==> src/rtl/serial_mirror.sv <==
// Multi-cycle bit-reversal coprocessor: reverses the low LEN bits of an operand,
// one bit per clock, behind valid/ready handshakes on both sides.
module serial_mirror #(
  parameter int unsigned WIDTH = 16,
  parameter int unsigned LENW  = 5
) (
  input  logic             clk,
  input  logic             rst_n,
  input  logic             in_valid,
  output logic             in_ready,
  input  logic [WIDTH-1:0] in_data,
  input  logic [LENW-1:0]  in_len,
  output logic             out_valid,
  input  logic             out_ready,
  output logic [WIDTH-1:0] out_data,
  output logic             busy
);

  typedef enum logic [1:0] {
    IDLE  = 2'd0,
    SHIFT = 2'd1,
    DONE  = 2'd2
  } state_t;

  state_t           state;
  state_t           state_nxt;
  logic [WIDTH-1:0] src;
  logic [WIDTH-1:0] dst;
  logic [LENW-1:0]  cnt;
  logic [LENW-1:0]  eff_len_c;
  logic             in_ready_nxt;
  logic             out_valid_nxt;
  logic             busy_nxt;

  // Zero and oversize lengths both mean a full-width reversal.
  always_comb begin
    eff_len_c = in_len;
    if (in_len == '0 || in_len > LENW'(WIDTH)) begin
      eff_len_c = LENW'(WIDTH);
    end
  end

  // State and registered handshake/status flags.
  always_ff @(posedge clk) begin
    if (!rst_n) begin
      state     <= IDLE;
      in_ready  <= 1'b1;
      out_valid <= 1'b0;
      busy      <= 1'b0;
    end else begin
      state     <= state_nxt;
      in_ready  <= in_ready_nxt;
      out_valid <= out_valid_nxt;
      busy      <= busy_nxt;
    end
  end

  always_comb begin
    state_nxt = state;
    case (state)
      IDLE:    if (in_valid) state_nxt = SHIFT;
      SHIFT:   if (cnt == LENW'(1)) state_nxt = DONE;
      DONE:    if (out_ready) state_nxt = IDLE;
      default: state_nxt = IDLE;
    endcase
  end

  // Flags are decoded from the next state so they line up with the state register.
  always_comb begin
    in_ready_nxt  = 1'b0;
    out_valid_nxt = 1'b0;
    busy_nxt      = 1'b1;
    case (state_nxt)
      IDLE: begin
        in_ready_nxt = 1'b1;
        busy_nxt     = 1'b0;
      end
      DONE:    out_valid_nxt = 1'b1;
      default: ;
    endcase
  end

  // Operand is captured at accept; LSB of src walks into the bottom of dst.
  always_ff @(posedge clk) begin
    if (!rst_n) begin
      src <= '0;
      dst <= '0;
      cnt <= '0;
    end else begin
      case (state)
        IDLE: begin
          if (in_valid) begin
            src <= in_data;
            dst <= '0;
            cnt <= eff_len_c;
          end
        end
        SHIFT: begin
          dst <= {dst[WIDTH-2:0], src[0]};
          src <= src >> 1;
          cnt <= cnt - LENW'(1);
        end
        default: ;
      endcase
    end
  end

  assign out_data = dst;

endmodule

==> config.mk <==
export PLATFORM = sky130hd
export DESIGN_NAME = serial_mirror
export DESIGN_NICKNAME = d
export VERILOG_FILES = /design/src/rtl/serial_mirror.sv
export SDC_FILE = /design/constraint.sdc
export NUM_CORES = 1
export LEC_CHECK = 0
export CAP_MARGIN = 20
export CORE_ASPECT_RATIO = 1.1
export CORE_MARGIN = 1
export CORE_UTILIZATION = 43
export CTS_CLUSTER_DIAMETER = 150
export CTS_CLUSTER_SIZE = 30
export DETAILED_ROUTE_END_ITERATION = 10
export GPL_TIMING_DRIVEN = 0
export PLACE_DENSITY_LB_ADDON = 0.2
export RECOVER_POWER = 100
export SLEW_MARGIN = 20
export SYNTH_ARGS = -nofsm -noshare
export SYNTH_HDL_FRONTEND = slang
export SYNTH_SLANG_ARGS = --single-unit
==> constraint.sdc <==
create_clock -name clk -period 2 [get_ports clk]
set_input_delay 0.6 -clock clk [delete_from_list [all_inputs] [get_ports clk]]
set_output_delay 0.6 -clock clk [all_outputs]
set_load 0.005 [all_outputs]
==> flow_metrics.env <==
export IMPL_timing_hold_ws_ns=0.490
export IMPL_synthArstFlopShare_pct=0
export IMPL_yosysTopAreaCell="dfxtp_1"
export IMPL_cts_num_sinks=42
export IMPL_use_met2_pct=33.5
export IMPL_fin_cells=303
export IMPL_busiest_layer="met2"
export IMPL_final_common_cell="dfxtp_1"
export IMPL_rrSetupSlack_ns=0.47
export IMPL_p_leak_uw=0.000936
export IMPL_synth_cell_types=35
export IMPL_finClkSkew_ns=0.00435
export IMPL_ys_warn_count=0
export IMPL_die_area_um2=4370
export IMPL_num_vias=1608
export IMPL_grtUsageMet1_pct=22.3
export IMPL_path_clk_slew_ns=0.07
export IMPL_r2r_end="cnt[4]$_SDFFE_PN0P_"
export IMPL_drv_cap=0
export IMPL_setup_violations=0
export IMPL_track_usage_pct=19.7
export IMPL_power_total_uw=1770
export IMPL_holdPathStages=2
export IMPL_dr_pass1_iters=4
export IMPL_cts_tree="built"
export IMPL_grt_pass1_wl_mm=6.65
export IMPL_rows=24
export IMPL_routed_wl_mm=4.04
export IMPL_fp_dieH_um=69.2
export IMPL_status="complete, no violations"
export IMPL_core_area_um2=3930
export IMPL_min_from="src[6]$_SDFFE_PN0P_"
export IMPL_hold_class="flop to flop"
export IMPL_mappedNetlistArea_um2=1770
export IMPL_ff2ff_path_depth=5
export IMPL_period_minus_slack_ns=1.92
export IMPL_stdcell_area_um2=2350
export IMPL_seq_area_frac_synth_pct=47.6
export IMPL_cts_root_buf="clkbuf_8"
export IMPL_fmax_ghz=0.520
export IMPL_final_cell_mix="dfxtp_1 (42), nor2_1 (33), nand2_1 (26)"
export IMPL_cp_start_kind="input port"
export IMPL_clkLatencyLatePin_ns=0.29
export IMPL_grt_pass1_vias=1523
export IMPL_areaGrowthSynthToFinish_pct=33.0
export IMPL_dieWidth_um=63.1
export IMPL_grt_max_degree=13
export IMPL_irDropWorstVdd_uv=439
export IMPL_fin_crit_sh_pct=96.1
export IMPL_placed_area_um2=2260
export IMPL_ys_ff_latch=42
export IMPL_slew_viol_final=0
export IMPL_place_gp_congestion=0.804
export IMPL_syn_instance_count=201
export IMPL_power_density_nw_per_um2=755
export IMPL_io_pin_count=44
export IMPL_grt_ovfl_total=0
export IMPL_r2r_start="cnt[0]$_SDFFE_PN0P_"
export IMPL_drc=0
export IMPL_grt_setup_unrepaired="false"
export IMPL_antenna_found_initial=0
export IMPL_critical_path_class="input port to flop"
export IMPL_ant_nets=0
export IMPL_dp_cells=296
export IMPL_path_max_fanout=4
export IMPL_wl_per_cell_um=13.3
export IMPL_tightest_slew_ns=0.527
export IMPL_max_clock_path_buffers=2
export IMPL_finalHoldViolations=0
export IMPL_antenna_cells=0
export IMPL_syn_avg_cell_area_um2=8.78
export IMPL_slew_headroom_pct=64.9
export IMPL_yosys_top_cells_area="dfxtp_1 (48%), nor2_1 (7.0%), a22oi_1 (6.8%), a311oi_1 (6.4%), nand2_1 (5.5%)"
export IMPL_synth_edff_count=0
export IMPL_ctsHoldBuffers=0
export IMPL_netlist_area_leader_share_pct=47.6
export IMPL_hpwl_mm=2.89
export IMPL_layout_nets=278
export IMPL_required_ns=2.18
export IMPL_via_per_inst=5.31
export IMPL_whs_endpoint="src[6]$_SDFFE_PN0P_"
export IMPL_start_util_pct=44.9
export IMPL_io_buffer_count=43
export IMPL_grtUsageMet3_pct=5.92
export IMPL_syn_num_nets=229
export IMPL_drive_above_1_share_pct=8.76
export IMPL_cp_arrival_ns=2.10
export IMPL_synth_main_ff_cell="dfxtp_1"
export IMPL_n_fill_cell=379
export IMPL_crit_path_end_kind="flop"
export IMPL_drtIter0Drc=57
export IMPL_h_tree_depth=2
export IMPL_numCtsBuffers=5
## synthesized netlist by cell type (2+ instances only)
library cell,number
a311oi_1,13
nand2b_1,6
buf_4,2
nor2b_1,3
a22oi_1,16
buf_6,2
o21ai_0,4
nor2_1,33
or3_1,2
clkbuf_1,5
nor3b_1,2
inv_1,6
ha_1,3
o22ai_1,2
nand2_1,26
dfxtp_1,42
buf_2,7
a211oi_1,2
a32oi_1,3
a21oi_1,7
## through the flow
step / setup TNS [ns] / util [%] / worst slack [ns]
3_3_place_gp: -3.63 / 57.5 / -0.465
6_report: 0 / 59.7 / 0.0787
3_5_place_dp: -3.78 / 57.5 / -0.479
4_1_cts: 0 / 60.1 / 0.0869
2_1_floorplan: 0 / - / 0.0426
5_1_grt: 0 / 59.7 / 0.0265
## worst max-delay path by stage
stage	endpoint	startpoint	slack, ns
after floorplan	cnt[0]$_SDFFE_PN0P_	in_len[0]	0.04
after global placement	cnt[0]$_SDFFE_PN0P_	in_len[0]	-0.47
after detailed placement	cnt[0]$_SDFFE_PN0P_	in_len[0]	-0.48
after CTS	cnt[0]$_SDFFE_PN0P_	in_len[3]	0.09
after global routing	cnt[0]$_SDFFE_PN0P_	in_len[3]	0.03
final	cnt[0]$_SDFFE_PN0P_	in_len[3]	0.08
## report_power, final
| group | internal, uW | leakage [uW] | switching (uW) |
|---|---|---|---|
| logic | 144 | 0.000544 | 153 |
| registers | 890 | 0.000344 | 38.0 |
| clock network | 278 | 0.0000482 | 270 |
| total | 1310 | 0.000936 | 461 |
## metal layers
metal	routed length [um]	share of wire [%]	vias to the layer above
li1	-	-	812
met1	1740	43	746
met2	1970	49	45
met3	257	6.4	5
met4	70	1.7	0
met5	0	0	-
## what timing repair did
item                                    in CTS  in global routing
pin swaps                                    2                  0
buffers inserted                             0                  0
endpoints found under the setup margin       5                  2
resized for setup                            6                  1
## final cells by class
type	instances	area, um2	area share [%]
flip-flops and latches	42	841	35.8
multi-input cells	136	823	35.1
repair buffers	43	419	17.8
clock buffers	7	86.3	3.68
plain buffers	15	82.6	3.52
well taps	52	65.1	2.77
inverters	7	26.3	1.12
clock inverters	1	5.00	0.213
## sequential cells by signal (all words and copies together) (netlist names)
name and flops:
out_data 16, in_ready 1, cnt 5, busy 1, out_valid 1, state 2
src 16
## kinds of logic (layout without fill, tap and decap cells)
logic type | count (synthesis) | in the layout | share of synthesized area (%)
buffers and inverters | 23 | 73 | 6.66
AOI/OAI and AO/OA | 53 | 53 | 22.4
muxes | 1 | 1 | 0.567
adders and majority gates | 3 | 3 | 2.13
and+or+nand+nor | 79 | 79 | 20.6
DFF | 42 | 42 | 47.6
## worst max-delay path: stages
cell	delay, ns
dlygate4sd2_1	0.24
or4_4	0.54
ha_4	0.29
nand3b_1	0.10
a21oi_1	0.07
o221a_2	0.26
Note: power is estimated with default switching activity, not from simulation.
